--- src/rtl/rr_stream_arbiter.sv ---
// rr_stream_arbiter: merges N valid/ready streams into one registered output.
// Whole packets are granted round-robin and never interleaved. A one-entry
// skid register lets the output stall without losing the beat in flight.
module rr_stream_arbiter #(
  parameter int N  = 4,
  parameter int DW = 32,
  localparam int IW = (N > 2) ? $clog2(N) : 1
) (
  input  logic            i_clk,
  input  logic            i_reset,
  input  logic [N-1:0]    i_valid,
  input  logic [N*DW-1:0] i_data,
  input  logic [N-1:0]    i_last,
  output logic [N-1:0]    o_ready,
  output logic            o_valid,
  output logic [DW-1:0]   o_data,
  output logic            o_last,
  output logic [IW-1:0]   o_id,
  input  logic            i_ready
);

  typedef enum logic {IDLE = 1'b0, LOCK = 1'b1} state_t;

  state_t        state_q;
  logic [IW-1:0] g_q;
  logic [IW-1:0] ptr_q;
  logic          armed_q;

  logic          rdy_q, rdy_d;
  logic          vld_q, vld_d;
  logic [DW-1:0] data_q, data_d;
  logic          last_q, last_d;
  logic [IW-1:0] id_q, id_d;
  logic          skid_vld_q, skid_vld_d;
  logic [DW-1:0] skid_data_q, skid_data_d;
  logic          skid_last_q, skid_last_d;
  logic [IW-1:0] skid_id_q, skid_id_d;

  logic [DW-1:0] in_data [N];
  logic [IW-1:0] pick;
  logic          any_valid;
  logic          accept;
  logic          drain;
  logic [DW-1:0] beat_data;
  logic          beat_last;

  for (genvar k = 0; k < N; k++) begin : g_unpack
    assign in_data[k] = i_data[k*DW +: DW];
  end

  assign accept    = (state_q == LOCK) && rdy_q && i_valid[g_q];
  assign drain     = vld_q && i_ready;
  assign beat_data = in_data[g_q];
  assign beat_last = i_last[g_q];

  // Round-robin search: lowest offset from ptr with a valid request wins.
  always_comb begin
    logic [IW:0] sum;
    pick      = ptr_q;
    any_valid = 1'b0;
    sum       = '0;
    for (int i = N - 1; i >= 0; i--) begin
      sum = {1'b0, ptr_q} + (IW+1)'(i);
      if (sum >= (IW+1)'(N)) sum = sum - (IW+1)'(N);
      if (i_valid[sum[IW-1:0]]) begin
        pick      = sum[IW-1:0];
        any_valid = 1'b1;
      end
    end
  end

  // Grant decode: only the locked channel sees ready, and only while the skid is free.
  always_comb begin
    o_ready = '0;
    if ((state_q == LOCK) && rdy_q) o_ready[g_q] = 1'b1;
  end

  // Arbitration FSM; armed_q holds off the first grant for one edge after reset release.
  always_ff @(posedge i_clk or posedge i_reset) begin
    if (i_reset) begin
      state_q <= IDLE;
      g_q     <= '0;
      ptr_q   <= '0;
      armed_q <= 1'b0;
    end else begin
      armed_q <= 1'b1;
      case (state_q)
        IDLE: begin
          if (armed_q && any_valid) begin
            g_q     <= pick;
            state_q <= LOCK;
          end
        end
        LOCK: begin
          if (accept && beat_last) begin
            state_q <= IDLE;
            ptr_q   <= (g_q == IW'(N - 1)) ? '0 : g_q + 1'b1;
          end
        end
        default: state_q <= IDLE;
      endcase
    end
  end

  // Primary/skid steering: skid refills primary on drain; new beats take primary if it frees up.
  always_comb begin
    vld_d       = vld_q;
    data_d      = data_q;
    last_d      = last_q;
    id_d        = id_q;
    skid_vld_d  = skid_vld_q;
    skid_data_d = skid_data_q;
    skid_last_d = skid_last_q;
    skid_id_d   = skid_id_q;
    if (skid_vld_q) begin
      if (drain) begin
        vld_d      = 1'b1;
        data_d     = skid_data_q;
        last_d     = skid_last_q;
        id_d       = skid_id_q;
        skid_vld_d = 1'b0;
      end
    end else if (accept) begin
      if (!vld_q || drain) begin
        vld_d  = 1'b1;
        data_d = beat_data;
        last_d = beat_last;
        id_d   = g_q;
      end else begin
        skid_vld_d  = 1'b1;
        skid_data_d = beat_data;
        skid_last_d = beat_last;
        skid_id_d   = g_q;
      end
    end else if (drain) begin
      vld_d = 1'b0;
    end
    rdy_d = !skid_vld_d;
  end

  // Output register and skid occupancy; the output beat itself clears on reset.
  always_ff @(posedge i_clk or posedge i_reset) begin
    if (i_reset) begin
      vld_q      <= 1'b0;
      data_q     <= '0;
      last_q     <= 1'b0;
      id_q       <= '0;
      skid_vld_q <= 1'b0;
      rdy_q      <= 1'b1;
    end else begin
      vld_q      <= vld_d;
      data_q     <= data_d;
      last_q     <= last_d;
      id_q       <= id_d;
      skid_vld_q <= skid_vld_d;
      rdy_q      <= rdy_d;
    end
  end

  // Skid payload is qualified by skid_vld_q, so it needs no reset.
  always_ff @(posedge i_clk) begin
    skid_data_q <= skid_data_d;
    skid_last_q <= skid_last_d;
    skid_id_q   <= skid_id_d;
  end

  assign o_valid = vld_q;
  assign o_data  = data_q;
  assign o_last  = last_q;
  assign o_id    = id_q;

endmodule

--- config.mk ---
export PLATFORM = sky130hd
export DESIGN_NAME = rr_stream_arbiter
export DESIGN_NICKNAME = d
export VERILOG_FILES = /design/src/rtl/rr_stream_arbiter.sv
export SDC_FILE = /design/constraint.sdc
export NUM_CORES = 1
export LEC_CHECK = 0
export CORE_MARGIN = 5
export CORE_UTILIZATION = 45
export CTS_BUF_LIST = sky130_fd_sc_hd__clkbuf_8
export CTS_CLUSTER_DIAMETER = 100
export DETAILED_ROUTE_END_ITERATION = 8
export GPL_TIMING_DRIVEN = 0
export PLACE_DENSITY = 0.83
export SLEW_MARGIN = 25
export SYNTH_ARGS = -nofsm -noshare
export SYNTH_HDL_FRONTEND = slang
export SYNTH_SLANG_ARGS = --single-unit
--- constraint.sdc ---
create_clock -name i_clk -period 4 [get_ports i_clk]
set_input_delay 0.4 -clock i_clk [delete_from_list [all_inputs] [get_ports i_clk]]
set_output_delay 0.4 -clock i_clk [all_outputs]
set_load 0.02 [all_outputs]
### Yosys cells after proc, flatten, opt, wreduce, memory -nomap -nowiden

Cells that the tools add are included.

* flip-flop bits (word level): 79
* bits in latches: 0
* bits in writable memories: 0
* ROM bits: 0
* input port bits: 139
* output and inout port bits: 40
* word-level logic and storage cells: 111
* memories: 0

* $add $sub $neg: 8
* $mul: 0
* divide/modulo/power cells: 0
* order comparisons: 11
* equal/unequal tests: 3
* shifts and indexed selects: 0
* mux-type cells: 55
* bitwise logic cells: 4
* reduce and logical (&&, ||, !) cells: 17

Operators with widths (count)
* $mux W32: 6
* $bmux W32 S2: 1
* $mux W1: 26
* $mux W2: 13
* $lt A2 B3 Y1 const B: 5
* $bmux W1 S2: 6
* $ge A3 B3 Y1 const B: 4
* $reduce_and A3 Y1: 3
* $sub A2 B1 Y2 const B: 4
* $add A2 B2 Y3 const B: 2
* $logic_and A1 B1 Y1: 6
* $reduce_bool A2 Y1: 3
* $mux W4: 1
* $reduce_and A2 Y1: 2
* $add A2 B1 Y3 const B: 1
* $ge A2 B3 Y1 const B: 1
* $ne A3 B2 Y1 const B: 1
* $not A1 Y1: 3
* $not A2 Y3: 1
* $add A2 B1 Y2 const B: 1
* $demux W1 S2: 1
* $eq A2 B2 Y1 const B: 1
* $ge A2 B1 Y1 const B: 1
* $logic_not A1 Y1: 2
* 3 further kinds: 3

### Longest topological paths before layout

Gate-level depths: netlist of the first run.

* depth in word-level cells: 12
* depth in mapped cells: 7
* mapped depth without buffers: 4

### Worst setup path before layout of the first run

No wires, ideal clock.

* kind: flip-flop to flip-flop
* start point: reg skid_vld_q
* end point: reg skid_data_q[0] (enable)
* library setup time: 0.431 ns
* data arrival time: 2.583 ns
* required time: 3.569 ns
* setup slack: 0.986 ns
* stages on the path, launching flop included: 5
* path buffers: 1
* period minus slack after synthesis: 3.014 ns
* path through: dfrtp_1 clkbuf_1 nand4b_1 o22ai_4 nor2b_1

* word-level cells in the longest chain between the ends: 2

RTL lines
* from (decl): RTL line 34 `logic skid_vld_q, skid_vld_d;`
* from (signal assigned): RTL line 155 `skid_vld_q <= skid_vld_d;`
* $not A1 Y1 (no source line)
* $reduce_and A3 Y1 (no source line)
* to (signal assigned): RTL line 162 `skid_data_q <= skid_data_d;`
* to (decl): RTL line 35 `logic [DW-1:0] skid_data_q, skid_data_d;`

Every way passes these cells.
A chain may end at the register's enable or synchronous reset.

### Worst setup path after layout of the first run

* start point: reg g_q[1]
* end point: out o_ready[1]

* word-level cells in the longest chain between the ends: 5
* elaborated cells between the ends (all ways): 6
* those cells by class: 2 x order compare; 3 x mux; 1 x reduce/logical

RTL lines
* from (decl): RTL line 25 `logic [IW-1:0] g_q;`
* from (signal assigned): RTL line 90 `g_q <= pick;`
* $lt A2 B3 Y1 (not written as such) / $ge A2 B1 Y1 (equally long branches): RTL line 75 `if ((state_q == LOCK) && rdy_q) o_ready[g_q] = 1'b1;`
* $logic_and A1 B1 Y1 (not written as such): RTL line 75
* $mux W1 (not written as such): RTL line 75
* $demux W1 S2 *: RTL line 75
* $mux W4 *: RTL line 75
* to (decl): RTL line 14 `output logic [N-1:0] o_ready,`

Mark *: on every way between the ends. The rest lies on a longest branch, timed or not.

==> impl_metrics.json, run 1 <==
{
  "clk_path_buf_depth": 2,
  "ant_nets": 0,
  "cts.sink_count": 79,
  "track_usage_pct": 22.2,
  "antenna_cells": 0,
  "p_clk_share_pct": 14.0,
  "startpoint": "g_q[1]",
  "vias_per_cell": 5.70,
  "cp_max_fo": 10,
  "dp_hpwl_um": 10200,
  "finalSetupViolCount": 0,
  "fin_util_pct": 68.6,
  "syn_avg_cell_area_um2": 13.3,
  "num_vias": 3782,
  "synth_top_area_share_pct": 24.2,
  "grt_max_degree": 30,
  "num_io_pins": 179,
  "drv_slew": 0,
  "finalClockSkew_ns": 0.0193,
  "yosys_register_bits": 79,
  "power.density_nw_per_um2": 662,
  "clk_latency_ns": 0.36,
  "ys_types": 38,
  "coreArea_um2": 9680,
  "drc": 0,
  "final_cells": 663,
  "cts-root-buf": "clkbuf_8",
  "r2r_start": "g_q[1]",
  "nNetsFinal": 668,
  "synthCells": 334,
  "htreeDepth": 3,
  "die_height_um": 109,
  "cts.repair.resized": 0,
  "fin_crit_sh_pct": 72.5,
  "min_period_ns": 2.90,
  "row_count": 36,
  "rsz0062_at_grt": "false",
  "critPathCaptureType": "output port",
  "power_mw": 4.40,
  "cts_hold_buf": 0,
  "status": "complete, no violations",
  "worstPathArrival_ns": 2.50,
  "synth_area_um2": 4440,
  "pre_cts_ws_ns": 1.43,
  "reg2reg_depth": 4,
  "drt-initial-drc-count": 214,
  "hp-class": "input pin to async pin",
  "final_cell_mix": "178 x clkdlybuf4s50_1, 43 x dfrtp_1, 35 x a221o_1, 35 x edfxtp_1, 34 x nand2b_1",
  "cp-start-kind": "flop",
  "avgRoutedWirePerCell_um": 20.0,
  "p_comb_share_pct": 54.8,
  "drive_above_1_share_pct": 13.6,
  "synth.yosys.seq_area_share_pct": 48.5,
  "syn2layout_area_growth_pct": 49.5,
  "p_sw_mw": 1.70,
  "grt_pass1_vias": 4010,
  "place_area_um2": 6440,
  "syn-num-nets": 477,
  "cts.clk_slew.worst_paths_ns": 0.10,
  "holdWs_ns": 0.346,
  "tritoncts": "built",
  "fin_ws_ns": 1.10,
  "fp.dieW_um": 109,
  "maxCapViolCount": 0,
  "ys_warn_count": 0,
  "tightestPinTransition_ns": 0.694,
  "grt_pass1_wl_um": 20200,
  "fmax_ghz": 0.345,
  "synthTopCellsByArea": "dfrtp_1 24%, edfxtp_1 24%, mux4_2 17%",
  "seqPwrFrac_pct": 31.2,
  "fillers": 705,
  "crit_type": "flop to output port",
  "port_buffers": 178,
  "gr-total-overflow": 0,
  "cts_buffers": 9,
  "synth_top_cell_by_area": "dfrtp_1",
  "antenna_found_initial": 0,
  "required_ns": 3.60,
  "switching_share_pct": 38.6,
  "p_int_mw": 2.70,
  "leakage_nw": 2.39,
  "die-area_um2": 12000,
  "firstDrtPassIters": 4,
  "setup_tns_ns": 0,
  "hold_viol": 0,
  "place_congestion": 0.822,
  "ir_drop_uv": 313,
  "placedCellCount": 647,
  "final_common_cell": "clkdlybuf4s50_1",
  "final_area_um2": 6640,
  "post_cts_buffers": 0,
  "routed_wl_um": 13300,
  "start_util_pct": 45.9,
  "slew_headroom_pct": 53.7
}
[cells by family (layout without fill, tap and decap cells)]
kind of cell	Yosys count	in the layout	synth area share, %
buffers and inverters	37	233	4.31
adder cells (fa/ha/maj)	4	4	1.13
AO/OA/AOI/OAI	85	85	16.2
other	1	1	0.0844
flip-flops	79	79	48.5
AND/OR/NAND/NOR	91	91	11.8
multiplexers	37	37	18.0
[worst max-delay path: stages, from the launching register on]
cell and delay (ns):
dfrtp_1 0.48, buf_2 0.33, buf_2 0.32, inv_1 0.16
ha_1 0.20, and3_1 0.13, clkdlybuf4s50_1 0.54
[synthesized netlist by cell type]
cell / n
buf_6: 5
dfstp_2: 1
ha_1: 4
a21oi_1: 5
nor3b_1: 1
o22ai_4: 1
a21o_1: 3
nor2b_1: 3
mux4_2: 33
mux2_1: 2
a221o_1: 35
clkbuf_1: 16
o21ai_0: 2
o41a_1: 1
nand4b_1: 1
a221oi_1: 1
a21boi_0: 32
nand2b_1: 34
nand4_1: 1
nand4bb_1: 1
conb_1: 1
a2111oi_0: 1
mux2i_1: 1
nand3_1: 33
and2_1: 2
dfrtp_1: 43
o22ai_1: 3
o21ai_1: 1
edfxtp_1: 35
mux2i_4: 1
nand2_1: 3
and2_4: 1
nor2_1: 3
and3_1: 7
buf_4: 1
buf_2: 9
nand3b_1: 1
inv_1: 6
[path summary, 6_finish.rpt]
path,slack (ns),endpoint
hold / removal,0.35,o_data[12]
min in group i_clk,0.50,o_data[31]
setup / recovery,1.10,o_ready[1]
max in group asynchronous,3.07,rdy_q
setup reg to reg,1.71,o_data[7]
hold reg to reg,0.50,o_data[31]
[per-layer routing]
metal  part of all wire [%]  wire length, um  track usage [%]  vias to the layer above
li1                       -                -                -                     1713
met1                     38             5040             26.7                     1898
met2                     54             7110             39.8                      149
met3                    6.4              845             4.58                       22
met4                    2.2              294             7.48                        0
met5                      0                0                0                        -
[power by group through the flow]
stage	clock, mW	combinational [mW]	sequential (mW)
CTS	0.619	2.44	1.37
global placement	0	2.35	1.37
global route	0.657	2.59	1.41
floorplan	0	1.28	1.57
finish	0.615	2.41	1.37
detailed placement	0	2.43	1.38
[sequential cells by signal, summed over array words and instances (netlist names)]
name / cells
state_q: 1
ptr_q: 2
o_id: 2
skid_data_q: 32
o_last: 1
o_valid: 1
rdy_q: 1
skid_vld_q: 1
armed_q: 1
skid_id_q: 2
g_q: 2
skid_last_q: 1
o_data: 32
[final cells by class]
type | count | area [um^2] | share of cell area, %
buffer | 31 | 169 | 2.54
clock buffer | 9 | 124 | 1.86
clock inverter | 7 | 81.3 | 1.22
inverter | 6 | 22.5 | 0.339
multi-input combinational | 218 | 2110 | 31.7
sequential | 79 | 2150 | 32.4
tap | 133 | 166 | 2.50
timing repair buffer | 180 | 1820 | 27.4
Note: power is estimated with default switching activity, not from simulation.
==> inputs of run 2 (changes only) <==
==> constraint.sdc (replaced) <==
create_clock -name i_clk -period 2.95 [get_ports i_clk]
set_input_delay 0.295 -clock i_clk [delete_from_list [all_inputs] [get_ports i_clk]]
set_output_delay 0.295 -clock i_clk [all_outputs]
set_load 0.02 [all_outputs]
==> run 2 against run 1 <==
Against the previous run: first-iteration DRC count is 0.47% higher; register-to-register slack worse by 1.0 ns; die area stayed put; count of clock-buffer cells in the layout stayed put; total power is 39% higher; global-route usage is 0.23 points higher; final cell count stayed put; sequential power is 36% higher; critical endpoint unchanged; largest power group unchanged; highest routed layer unchanged.
==> impl_metrics.json, run 2 (synthesis results as in run 1) <==
{
  "drv_slew": 0,
  "required_ns": 2.65,
  "critPathCaptureType": "output port",
  "grt_pass1_vias": 4029,
  "cp_max_fo": 10,
  "antenna_cells": 0,
  "routed_wl_um": 13700,
  "worst_path_largest_cell_delay_ns": 0.53,
  "gr-total-overflow": 0,
  "cpMaxStageDelayCell": "clkdlybuf4s50_1",
  "coreArea_um2": 9680,
  "fp.dieW_um": 109,
  "die_height_um": 109,
  "setup_tns_ns": 0,
  "drt-initial-drc-count": 215,
  "power_mw": 6.12,
  "row_count": 36,
  "leakage_nw": 2.42,
  "htreeDepth": 3,
  "r2r_end": "skid_data_q[25]",
  "cp_num_buf_inv": 4,
  "cts_buffers": 9,
  "cp-start-kind": "flop",
  "ant_nets": 0,
  "power.density_nw_per_um2": 916,
  "critPathTopFamily": "buffers and inverters",
  "fin_crit_sh_pct": 94.2,
  "final_cell_mix": "178 x clkdlybuf4s50_1, 43 x dfrtp_1, 35 x a221o_1, 35 x edfxtp_1, 34 x nand2b_1",
  "hold_viol": 0,
  "tritoncts": "built",
  "nNetsFinal": 668,
  "critPathMostFrequentCell": "buf_2",
  "post_cts_buffers": 0,
  "clk_latency_ns": 0.35,
  "place_congestion": 0.812,
  "crit_type": "flop to output port",
  "clk_path_buf_depth": 2,
  "reg2reg_depth": 5,
  "hp-class": "input pin to async pin",
  "start_util_pct": 45.9,
  "cts.repair.resized": 0,
  "firstDrtPassIters": 5,
  "finalSetupViolCount": 0,
  "cp_cell_sequence": "buf_2 -> buf_2 -> inv_1 -> ha_1 -> and3_1 -> clkdlybuf4s50_1",
  "maxCapViolCount": 0,
  "status": "complete, no violations",
  "drc": 0,
  "num_io_pins": 179,
  "dp_hpwl_um": 10300,
  "cts.clk_slew.worst_paths_ns": 0.09,
  "vias_per_cell": 5.78,
  "track_usage_pct": 22.5,
  "syn2layout_area_growth_pct": 50.4,
  "ir_drop_uv": 397,
  "port_buffers": 178,
  "cts.sink_count": 79,
  "r2r_slack_ns": 0.66,
  "grt_max_degree": 27,
  "tightestPinTransition_ns": 0.661,
  "min_period_ns": 2.78,
  "drive_above_1_share_pct": 13.4,
  "rsz0062_at_grt": "false",
  "num_vias": 3835,
  "grt_pass1_wl_um": 20400,
  "fmax_ghz": 0.360,
  "r2r_start": "skid_vld_q",
  "die-area_um2": 12000,
  "finalClockSkew_ns": 0.0167,
  "slew_headroom_pct": 55.9,
  "worstPathArrival_ns": 2.48,
  "fin_util_pct": 69.0,
  "cts_hold_buf": 0,
  "avgRoutedWirePerCell_um": 20.7,
  "antenna_found_initial": 0,
  "cts-root-buf": "clkbuf_8",
  "final_common_cell": "clkdlybuf4s50_1",
  "fillers": 692
}
[run 2: layout make-up]
type	count	area, um^2	area share, %
Clock buffer	9	124	1.85
Sequential cell	79	2150	32.2
Timing Repair Buffer	180	1830	27.4
Tap cell	133	166	2.49
Multi-Input combinational cell	218	2110	31.5
Inverter	6	22.5	0.337
Buffer	31	169	2.53
Clock inverter	7	113	1.69
[run 2: worst max path at each step]
stage,to,cells past startpoint,slack (ns),startpoint
after CTS,o_ready[1],6,0.12,g_q[1]
after floorplan,skid_data_q[0],4,0.59,skid_vld_q
after global placement,skid_data_q[20],4,-0.30,i_valid[1]
after detailed placement,skid_data_q[19],5,0.42,i_valid[1]
final,o_ready[1],6,0.17,g_q[1]
after global routing,o_ready[1],6,0.02,g_q[1]
[run 2: power by group]
part           switching [mW]  total, mW  internal [mW]  leakage, nW
combinational            1.61       3.29           1.68         1.46
clock                   0.406      0.964          0.558        0.124
sequential              0.283       1.87           1.59        0.842
total                    2.30       6.12           3.82         2.42
[run 2: per-stage QoR]
step,hold slack (ns),area [um^2],setup slack [ns],instances
after floorplan,0.455,4450,0.587,334
after global placement,0.461,6390,-0.298,645
after detailed placement,0.477,6450,0.418,647
after CTS,0.291,6680,0.115,663
after global routing,0.313,6680,0.0247,663
final,0.288,6680,0.171,663
[run 2: layer usage]
| metal | wire (um) | global-route usage [%] | up-vias |
|---|---|---|---|
| met1 | 5030 | 27.0 | 1938 |
| met2 | 7480 | 40.9 | 168 |
| li1 | - | - | 1713 |
| met4 | 197 | 6.50 | 0 |
| met5 | 0 | 0 | - |
| met3 | 1010 | 4.35 | 16 |
==> inputs of run 3 (changes only) <==
--- a/config.mk
+++ b/config.mk
@@ -9,10 +9,10 @@
 export CORE_UTILIZATION = 45
 export CTS_BUF_LIST = sky130_fd_sc_hd__clkbuf_8
 export CTS_CLUSTER_DIAMETER = 100
+export CTS_CLUSTER_SIZE = 12
 export DETAILED_ROUTE_END_ITERATION = 8
 export GPL_TIMING_DRIVEN = 0
 export PLACE_DENSITY = 0.83
-export SLEW_MARGIN = 25
 export SYNTH_ARGS = -nofsm -noshare
 export SYNTH_HDL_FRONTEND = slang
 export SYNTH_SLANG_ARGS = --single-unit
==> run 3 against run 2 <==
Against the previous run: critical path depth is the same; routed wire length down 0.78%; largest cell class unchanged; hold slack worse by 0.016 ns; critical path type unchanged; via count shrank 0.68%.
==> impl_metrics.json, run 3 (synthesis results as in run 1) <==
{
  "p_clk_share_pct": 15.2,
  "post_cts_buffers": 0,
  "grt_util_met3_pct": 3.23,
  "syn2layout_area_growth_pct": 50.1,
  "maxCapViolCount": 0,
  "clk_path_buf_depth": 2,
  "tritoncts": "built",
  "seqCellArea_um2": 2150,
  "grt_use_met1_pct": 27.0,
  "status": "complete, no violations",
  "port_buffers": 178,
  "p_comb_share_pct": 54.0,
  "cts.clk_slew.worst_paths_ns": 0.10,
  "critPathMostFrequentCell": "buf_2",
  "cp_cell_sequence": "buf_2 -> buf_2 -> inv_1 -> ha_1 -> and3_1 -> clkdlybuf4s50_1",
  "worstPathArrival_ns": 2.53,
  "antenna_found_initial": 0,
  "drv_slew": 0,
  "finalClockSkew_ns": 0.0229,
  "fillers": 690,
  "firstDrtPassIters": 5,
  "power.density_nw_per_um2": 910,
  "min_period_ns": 2.83,
  "dp_hpwl_um": 10300,
  "row_count": 36,
  "avgRoutedWirePerCell_um": 20.5,
  "r2r_start": "g_q[1]",
  "antenna_cells": 0,
  "power_mw": 6.07,
  "routed_wl_um": 13600,
  "coreArea_um2": 9680,
  "seqPwrFrac_pct": 30.8,
  "place_congestion": 0.812,
  "hold_viol": 0,
  "rsz0062_at_grt": "false",
  "required_ns": 2.65,
  "num_vias": 3809,
  "fin_crit_sh_pct": 95.8,
  "top_usage_layer": "met2",
  "finalSetupViolCount": 0,
  "die-area_um2": 12000,
  "grt_use_met2_pct": 40.9,
  "fp.dieW_um": 109,
  "nNetsFinal": 668,
  "worst_path_largest_cell_delay_ns": 0.53,
  "placedCellCount": 647,
  "p_int_mw": 3.76,
  "cts.sink_count": 79,
  "final_cells": 663,
  "start_util_pct": 45.9,
  "die_height_um": 109,
  "cts-root-buf": "clkbuf_8",
  "hp-class": "input pin to async pin",
  "ir_drop_uv": 351,
  "cts.repair.resized": 0,
  "clk_latency_ns": 0.36,
  "cts_hold_buf": 0,
  "final_common_cell": "clkdlybuf4s50_1",
  "cp_max_fo": 10,
  "switching_share_pct": 38.0,
  "gr-total-overflow": 0,
  "drc": 0,
  "cp-start-kind": "flop",
  "num_io_pins": 179,
  "drive_above_1_share_pct": 13.6,
  "grt_pass1_wl_um": 20300,
  "cpMaxStageDelayCell": "clkdlybuf4s50_1",
  "tightestPinTransition_ns": 0.666,
  "fmax_ghz": 0.354,
  "p_sw_mw": 2.30,
  "crit_type": "flop to output port",
  "ant_nets": 0,
  "slew_headroom_pct": 55.6,
  "vias_per_cell": 5.75,
  "fin_util_pct": 68.9,
  "final_cell_mix": "178 x clkdlybuf4s50_1, 43 x dfrtp_1, 35 x a221o_1, 35 x edfxtp_1, 34 x nand2b_1",
  "setup_tns_ns": 0,
  "grt_max_degree": 28,
  "multi_input_area_um2": 2110,
  "drt-initial-drc-count": 222,
  "grt_pass1_vias": 3989,
  "critPathCaptureType": "output port",
  "cts_buffers": 9,
  "startpoint": "g_q[1]",
  "leakage_nw": 2.40,
  "track_usage_pct": 22.3,
  "htreeDepth": 3
}
-- run 3: cell type report --
type | count | share of cell area [%]
plain buffers | 31 | 2.53
clock buffers | 10 | 2.06
clock inverters | 6 | 1.39
inverters | 6 | 0.338
multi-input cells | 218 | 31.6
flip-flops and latches | 79 | 32.3
well taps | 133 | 2.50
repair buffers | 180 | 27.3
-- run 3: through the flow --
step	setup slack, ns	cell area [um^2]	hold slack, ns
finish	0.125	6670	0.273
global route	0.0294	6670	0.307
CTS	0.122	6670	0.285
detailed placement	0.509	6440	0.466
global placement	-0.298	6390	0.461
floorplan	0.587	4450	0.455
-- run 3: worst paths after layout --
| path | end | slack, ns | depth (start not counted) |
|---|---|---|---|
| max | o_ready[1] | 0.12 | 6 |
| min | o_data[10] | 0.27 | 2 |
| max reg2reg | o_data[6] | 0.66 | 4 |
| min reg2reg | o_data[31] | 0.49 | 1 |
| max in group asynchronous | rdy_q | 2.08 | 3 |
| min in group i_clk | o_data[31] | 0.49 | 1 |
-- run 3: power by group through the flow --
| stage | Clock [mW] | Sequential [mW] | Combinational, mW |
|---|---|---|---|
| final | 0.922 | 1.87 | 3.28 |
| after global routing | 0.977 | 1.91 | 3.48 |
| after CTS | 0.929 | 1.87 | 3.30 |
| after detailed placement | 0 | 1.88 | 3.29 |
| after global placement | 0 | 1.86 | 3.19 |
| after floorplan | 0 | 2.13 | 1.73 |
-- run 3: layer usage --
metal | share of wire [%] | vias up
met5 | 0 | -
met4 | 1.3 | 0
met3 | 7.2 | 12
met2 | 54 | 181
met1 | 37 | 1907
li1 | - | 1709
-- run 3: worst max-delay path: cells and delay by family (launching register included) --
kind | cells | cell delay [ns]
DFF | 1 | 0.48
buffers and inverters | 4 | 1.38
and+or+nand+nor | 1 | 0.13
adders and majority gates | 1 | 0.20
